==> src/rtl/rvm_mem_bridge_if.sv <==
// rvm_mem_bridge_if: req/gnt/rvalid system-bus port of the core memory bridge.
// The bridge side uses the master modport, the bus/memory side uses slave.
`timescale 1ns/1ps
interface rvm_mem_bridge_if;
    logic        bus_req;
    logic        bus_we;
    logic [3:0]  bus_be;
    logic [31:0] bus_addr;
    logic [31:0] bus_wdata;
    logic        bus_gnt;
    logic        bus_rvalid;
    logic [31:0] bus_rdata;
    logic        bus_err;

    modport master (
        output bus_req, bus_we, bus_be, bus_addr, bus_wdata,
        input  bus_gnt, bus_rvalid, bus_rdata, bus_err
    );

    modport slave (
        input  bus_req, bus_we, bus_be, bus_addr, bus_wdata,
        output bus_gnt, bus_rvalid, bus_rdata, bus_err
    );
endinterface

==> src/rtl/rvm_mem_bridge.sv <==
// rvm_mem_bridge: converts the core's hold-until-unstalled request
// (core_c_en/core_stall) into a single outstanding req/gnt/rvalid bus
// transaction and returns registered read data plus a bus/alignment error.
// Optional feature: define RVM_MEM_TIMEOUT_EN to enable the REQ/WAIT
// timeout and the FLUSH state that drains a late response.
`timescale 1ns/1ps
module rvm_mem_bridge #(
    parameter int unsigned TIMEOUT_CYCLES = 255
) (
    input  logic             clk,
    input  logic             resetn,
    input  logic [31:0]      core_addr,
    input  logic [31:0]      core_wdata,
    input  logic             core_c_en,
    input  logic             core_w_en,
    input  logic [3:0]       core_b_en,
    output logic [31:0]      core_rdata,
    output logic             core_error,
    output logic             core_stall,
    rvm_mem_bridge_if.master bus
);

    if (TIMEOUT_CYCLES < 1 || TIMEOUT_CYCLES > 255) begin : g_bad_timeout
        $error("rvm_mem_bridge: TIMEOUT_CYCLES must be in 1..255");
    end

    typedef enum logic [2:0] {IDLE, REQ, WAIT, DONE, FLUSH} state_t;

    state_t      state, state_nxt;
    logic        req_nxt, we_nxt;
    logic [3:0]  be_nxt;
    logic [31:0] addr_nxt, wdata_nxt;
    logic [31:0] rdata_q, rdata_nxt;
    logic        err_q, err_nxt;

`ifdef RVM_MEM_TIMEOUT_EN
    localparam logic [7:0] CNT_LAST = 8'(TIMEOUT_CYCLES - 1);
    logic [7:0] cnt, cnt_nxt;
    logic       flush_q, flush_nxt;
`endif

    assign core_stall = core_c_en & (state != DONE);
    assign core_rdata = rdata_q;
    assign core_error = err_q;

    // State register and all registered outputs.
    always_ff @(posedge clk or negedge resetn) begin
        if (!resetn) begin
            state         <= IDLE;
            bus.bus_req   <= 1'b0;
            bus.bus_we    <= 1'b0;
            bus.bus_be    <= '0;
            bus.bus_addr  <= '0;
            bus.bus_wdata <= '0;
            rdata_q       <= '0;
            err_q         <= 1'b0;
`ifdef RVM_MEM_TIMEOUT_EN
            cnt           <= '0;
            flush_q       <= 1'b0;
`endif
        end else begin
            state         <= state_nxt;
            bus.bus_req   <= req_nxt;
            bus.bus_we    <= we_nxt;
            bus.bus_be    <= be_nxt;
            bus.bus_addr  <= addr_nxt;
            bus.bus_wdata <= wdata_nxt;
            rdata_q       <= rdata_nxt;
            err_q         <= err_nxt;
`ifdef RVM_MEM_TIMEOUT_EN
            cnt           <= cnt_nxt;
            flush_q       <= flush_nxt;
`endif
        end
    end

    // Next-state and next-register logic; everything holds unless changed.
    always_comb begin
        state_nxt = state;
        req_nxt   = bus.bus_req;
        we_nxt    = bus.bus_we;
        be_nxt    = bus.bus_be;
        addr_nxt  = bus.bus_addr;
        wdata_nxt = bus.bus_wdata;
        rdata_nxt = rdata_q;
        err_nxt   = err_q;
`ifdef RVM_MEM_TIMEOUT_EN
        cnt_nxt   = cnt;
        flush_nxt = flush_q;
`endif
        case (state)
            IDLE: begin
                if (core_c_en) begin
                    if (core_addr[1:0] != 2'b00) begin
                        err_nxt   = 1'b1;
                        state_nxt = DONE;
                    end else begin
                        req_nxt   = 1'b1;
                        we_nxt    = core_w_en;
                        be_nxt    = core_b_en;
                        addr_nxt  = core_addr;
                        wdata_nxt = core_wdata;
                        state_nxt = REQ;
`ifdef RVM_MEM_TIMEOUT_EN
                        cnt_nxt   = '0;
`endif
                    end
                end
            end
            REQ: begin
                if (bus.bus_gnt) begin
                    req_nxt   = 1'b0;
                    state_nxt = WAIT;
`ifdef RVM_MEM_TIMEOUT_EN
                    cnt_nxt   = '0;
                end else if (cnt == CNT_LAST) begin
                    req_nxt   = 1'b0;
                    err_nxt   = 1'b1;
                    state_nxt = DONE;
                end else begin
                    cnt_nxt   = cnt + 8'd1;
`endif
                end
            end
            WAIT: begin
                if (bus.bus_rvalid) begin
                    rdata_nxt = bus.bus_we ? '0 : bus.bus_rdata;
                    err_nxt   = bus.bus_err;
                    state_nxt = DONE;
`ifdef RVM_MEM_TIMEOUT_EN
                end else if (cnt == CNT_LAST) begin
                    err_nxt   = 1'b1;
                    flush_nxt = 1'b1;
                    state_nxt = DONE;
                end else begin
                    cnt_nxt   = cnt + 8'd1;
`endif
                end
            end
            DONE: begin
                err_nxt   = 1'b0;
                state_nxt = IDLE;
`ifdef RVM_MEM_TIMEOUT_EN
                if (flush_q) begin
                    flush_nxt = 1'b0;
                    cnt_nxt   = '0;
                    state_nxt = FLUSH;
                end
`endif
            end
            FLUSH: begin
`ifdef RVM_MEM_TIMEOUT_EN
                if (bus.bus_rvalid || cnt == CNT_LAST) begin
                    state_nxt = IDLE;
                end else begin
                    cnt_nxt = cnt + 8'd1;
                end
`else
                state_nxt = IDLE;
`endif
            end
            default: state_nxt = IDLE;
        endcase
    end

endmodule

==> src/flat_wrapper.sv <==
// flat-port wrapper written by rule: the top's interface ports become plain ports
module rvm_mem_bridge_flat 
#(
    parameter int unsigned TIMEOUT_CYCLES = 255
)
  (clk, resetn, core_addr, core_wdata, core_c_en, core_w_en, core_b_en, core_rdata, core_error, core_stall, bus_bus_req, bus_bus_we, bus_bus_be, bus_bus_addr, bus_bus_wdata, bus_bus_gnt, bus_bus_rvalid, bus_bus_rdata, bus_bus_err);
  rvm_mem_bridge_if bus_i ();
  input  logic clk;
  input  logic resetn;
  input  logic [31:0] core_addr;
  input  logic [31:0] core_wdata;
  input  logic core_c_en;
  input  logic core_w_en;
  input  logic [3:0] core_b_en;
  output logic [31:0] core_rdata;
  output logic core_error;
  output logic core_stall;
  output wire logic [$bits(bus_i.bus_req)-1:0] bus_bus_req;
  output wire logic [$bits(bus_i.bus_we)-1:0] bus_bus_we;
  output wire logic [$bits(bus_i.bus_be)-1:0] bus_bus_be;
  output wire logic [$bits(bus_i.bus_addr)-1:0] bus_bus_addr;
  output wire logic [$bits(bus_i.bus_wdata)-1:0] bus_bus_wdata;
  input wire logic [$bits(bus_i.bus_gnt)-1:0] bus_bus_gnt;
  input wire logic [$bits(bus_i.bus_rvalid)-1:0] bus_bus_rvalid;
  input wire logic [$bits(bus_i.bus_rdata)-1:0] bus_bus_rdata;
  input wire logic [$bits(bus_i.bus_err)-1:0] bus_bus_err;
  assign bus_bus_req = bus_i.bus_req;
  assign bus_bus_we = bus_i.bus_we;
  assign bus_bus_be = bus_i.bus_be;
  assign bus_bus_addr = bus_i.bus_addr;
  assign bus_bus_wdata = bus_i.bus_wdata;
  assign bus_i.bus_gnt = bus_bus_gnt;
  assign bus_i.bus_rvalid = bus_bus_rvalid;
  assign bus_i.bus_rdata = bus_bus_rdata;
  assign bus_i.bus_err = bus_bus_err;
  rvm_mem_bridge #(.TIMEOUT_CYCLES(TIMEOUT_CYCLES)) u_core (.clk(clk), .resetn(resetn), .core_addr(core_addr), .core_wdata(core_wdata), .core_c_en(core_c_en), .core_w_en(core_w_en), .core_b_en(core_b_en), .core_rdata(core_rdata), .core_error(core_error), .core_stall(core_stall), .bus(bus_i));
endmodule
==> config.mk <==
export PLATFORM = sky130hd
export DESIGN_NAME = rvm_mem_bridge_flat
export DESIGN_NICKNAME = d
export VERILOG_FILES = /design/src/rtl/rvm_mem_bridge_if.sv /design/src/rtl/rvm_mem_bridge.sv /design/src/flat_wrapper.sv
export SDC_FILE = /design/constraint.sdc
export NUM_CORES = 1
export LEC_CHECK = 0
export ABC_AREA = 1
export CORE_ASPECT_RATIO = 1.25
export CORE_MARGIN = 4
export CORE_UTILIZATION = 40
export DETAILED_ROUTE_END_ITERATION = 16
export PLACE_DENSITY = 0.8
export SLEW_MARGIN = 25
export SYNTH_ARGS = -nofsm -noshare
export SYNTH_HDL_FRONTEND = slang
export SYNTH_SLANG_ARGS = --single-unit
==> constraint.sdc <==
create_clock -name clk -period 1.85 [get_ports clk]
set_clock_uncertainty 0.05 [all_clocks]
set_input_delay 0.2775 -clock clk [delete_from_list [all_inputs] [get_ports clk]]
set_output_delay 0.2775 -clock clk [all_outputs]
set_load 0.005 [all_outputs]
==> metrics.cfg <==
[placed_design]
port_buffers=210
gp_congestion=0.851
dpl.hpwl_mm=9.04

[routing]
wire_per_inst_um=14.8
drt-pass1-iter-count=4
drt-initial-drc-count=175
via_count=3829
drc=0
via_per_inst=4.65
totalWireLength_mm=12.2
ant_nets=0

[sta]
worst_pin_slew_ns=0.437
drv_slew=0
post-route-period-util_pct=91.1
fmax_mhz=594
hold-worst-slack_ns=0.377
setup_violations=0
period_minus_slack_ns=1.68
setup-tns-final_ns=0
rsz0062_at_grt=no
maxSlewHeadroom_pct=70.9
hold_violations=0

[yosys]
synthTopCellsByCount=nand2_1, dfrtp_1, o21ai_0, inv_1, nor2_1
yosysWarningCount=0
avgSynthCellArea_um2=8.80
synth_fp_nets=594
seq_area_frac_synth_pct=62.2
yosys-top-cells-area=dfrtp_1, nand2_1, o21ai_0
ys_ff_latch=105
netlist_instances=480
synth-edff-count=0
ys.flop_type=dfrtp_1
syn_area_um2=4230
synth_cell_type_count=16
async_reset_ff_share_pct=100
synth_top_area_share_pct=62.2
synth.most_common_cell=nand2_1
synth_largest_area_cell=dfrtp_1

[grt]
track_usage_pct=19.9
overflow=0
grt_first_pass_wirelength_mm=19.2
grt_max_degree=65
antenna_found_initial=0
grt_pass1_vias=3926

[cells_and_area]
register_area_um2=2630
drive_above_1_share_pct=4.18
area_growth_syn_to_layout_pct=61.2
nNetsFinal=803
final.fill_count=794
diodes=0
multi_input_area_um2=1400

[run]
maxCapViolations=0

[hold_path]
hold_path_class=in2async

[setup_path]
path_class=reg2reg
cp-end-kind=register
critPathSlowestCell=dfrtp_1
setup.worst_path.start=u_core.state[1]
cpPeakStageDelay_ns=0.40
rr_startpoint=u_core.state[1]
cp_cell_sequence=buf_4, inv_1, ha_1, nand3_2, inv_2, buf_4, nand2_1, nand2_1
required_ns=2.06
path_max_fanout=23
crit_arrival_ns=1.90
start_kind=register

[clock_tree]
cts.sinks=105
clk_latency_ns=0.33
cts_root_buffer=clkbuf_16
numCtsBuffers=9
clk_pin_slew_ns=0.07
h-tree-depth=3
tritoncts=done
clock_path_buffers=2

[die]
die_area_um2=12300
die_h_um=123
core_um2=10200
die_x_um=99.9
start_util_pct=41.4
rows=41
ioPinCount=211

[pwr]
powerDensity_nw_per_um2=1560
max-vdd-ir-drop_v=0.000767
p_leak_nw=3.30

[outcome]
status=finished, final reports clean

## area by class of cell
| type | count | area share, % |
|---|---|---|
| clock inverter | 5 | 1.52 |
| clock buffer | 11 | 3.42 |
| tap | 129 | 2.37 |
| inverter | 14 | 0.771 |
| sequential | 105 | 38.6 |
| multi-input combinational | 338 | 20.6 |
| timing repair buffer | 221 | 32.8 |
## sequential cells by signal, summed over array words and instances (netlist names)
| name | count |
|---|---|
| u_core.bus.bus_addr | 32 |
| u_core.bus.bus_be | 4 |
| u_core.bus.bus_req | 1 |
| u_core.bus.bus_wdata | 32 |
| u_core.bus.bus_we | 1 |
| u_core.core_error | 1 |
| u_core.core_rdata | 32 |
| u_core.state | 2 |
## kinds of logic (layout without fill, tap and decap cells)
group | count (synthesis) | after routing | share of synthesized area (%)
buf+inv | 37 | 251 | 4.74
flops | 105 | 105 | 62.2
simple gates | 292 | 292 | 26.4
fa+ha+maj | 7 | 7 | 2.07
compound gates | 39 | 39 | 4.62
## critical path: cells and delay by family (launching register included)
family	cells	cell delay (ns)
flops	1	0.40
simple gates	3	0.31
buf+inv	4	0.65
fa+ha+maj	1	0.20
## cells in the final DEF, fill, tap and decap left out
master           count
ha_2                 1
buf_4                7
clkdlybuf4s50_1    208
dlygate4sd2_1        1
clkbuf_1             2
dlygate4sd3_1        1
bufinv_16            3
clkbuf_16            9
ha_1                 6
clkinv_2             1
nand3_2              1
inv_1               13
buf_12               4
nor2_4               1
dfrtp_1            105
nor2_1              10
nand2_1            276
a21oi_1              2
nand3_1              4
o21ai_0             37
clkinv_4             1
inv_2                1
## routing by layer
layer | track usage [%] | vias to the layer above | share of wire [%]
met3 | 4.63 | 16 | 7.5
met2 | 34.9 | 155 | 52
met5 | 0 | - | 0
met1 | 23.6 | 1778 | 39
met4 | 7.77 | 0 | 1.9
li1 | - | 1880 | -
## report_power, final
part           internal [mW]  switching, mW  leakage [nW]
combinational           2.66           1.82          1.80
clock                   1.32          0.788         0.164
sequential              3.39          0.627          1.34
total                   7.38           3.24          3.30
## repair_timing
item | CTS | global route
gates resized for setup | 2 | 0
endpoints found under the hold margin | 29 | 0
hold buffers | 1 | 0
buffers inserted | 2 | 0
setup endpoints to repair | 1 | 0
## final timing paths
path                            slack (ns)                        to  cells after the start
worst max-delay path                  0.17      u_core.bus.bus_be[0]                      8
worst min-delay path                  0.38     u_core.core_rdata[23]                      2
worst max register to register        0.17      u_core.bus.bus_be[0]                      8
worst min register to register        0.43  u_core.bus.bus_wdata[29]                      2
max in group asynchronous             0.76   u_core.bus.bus_addr[18]                      3
min in group clk                      0.42   u_core.bus.bus_addr[17]                      3
## stage by stage
step	std cells	util (%)	instance area [µm²]	setup WS (ns)	power, mW
after floorplan	480	-	4230	0.438	5.54
after global placement	804	63.2	6450	0.0917	8.36
final	823	66.7	6810	0.165	10.6
after detailed placement	804	63.2	6450	0.0867	8.54
after CTS	823	66.7	6810	0.160	10.7
after global routing	823	66.7	6810	0.000562	11.3
Note: power is estimated with default switching activity, not from simulation.
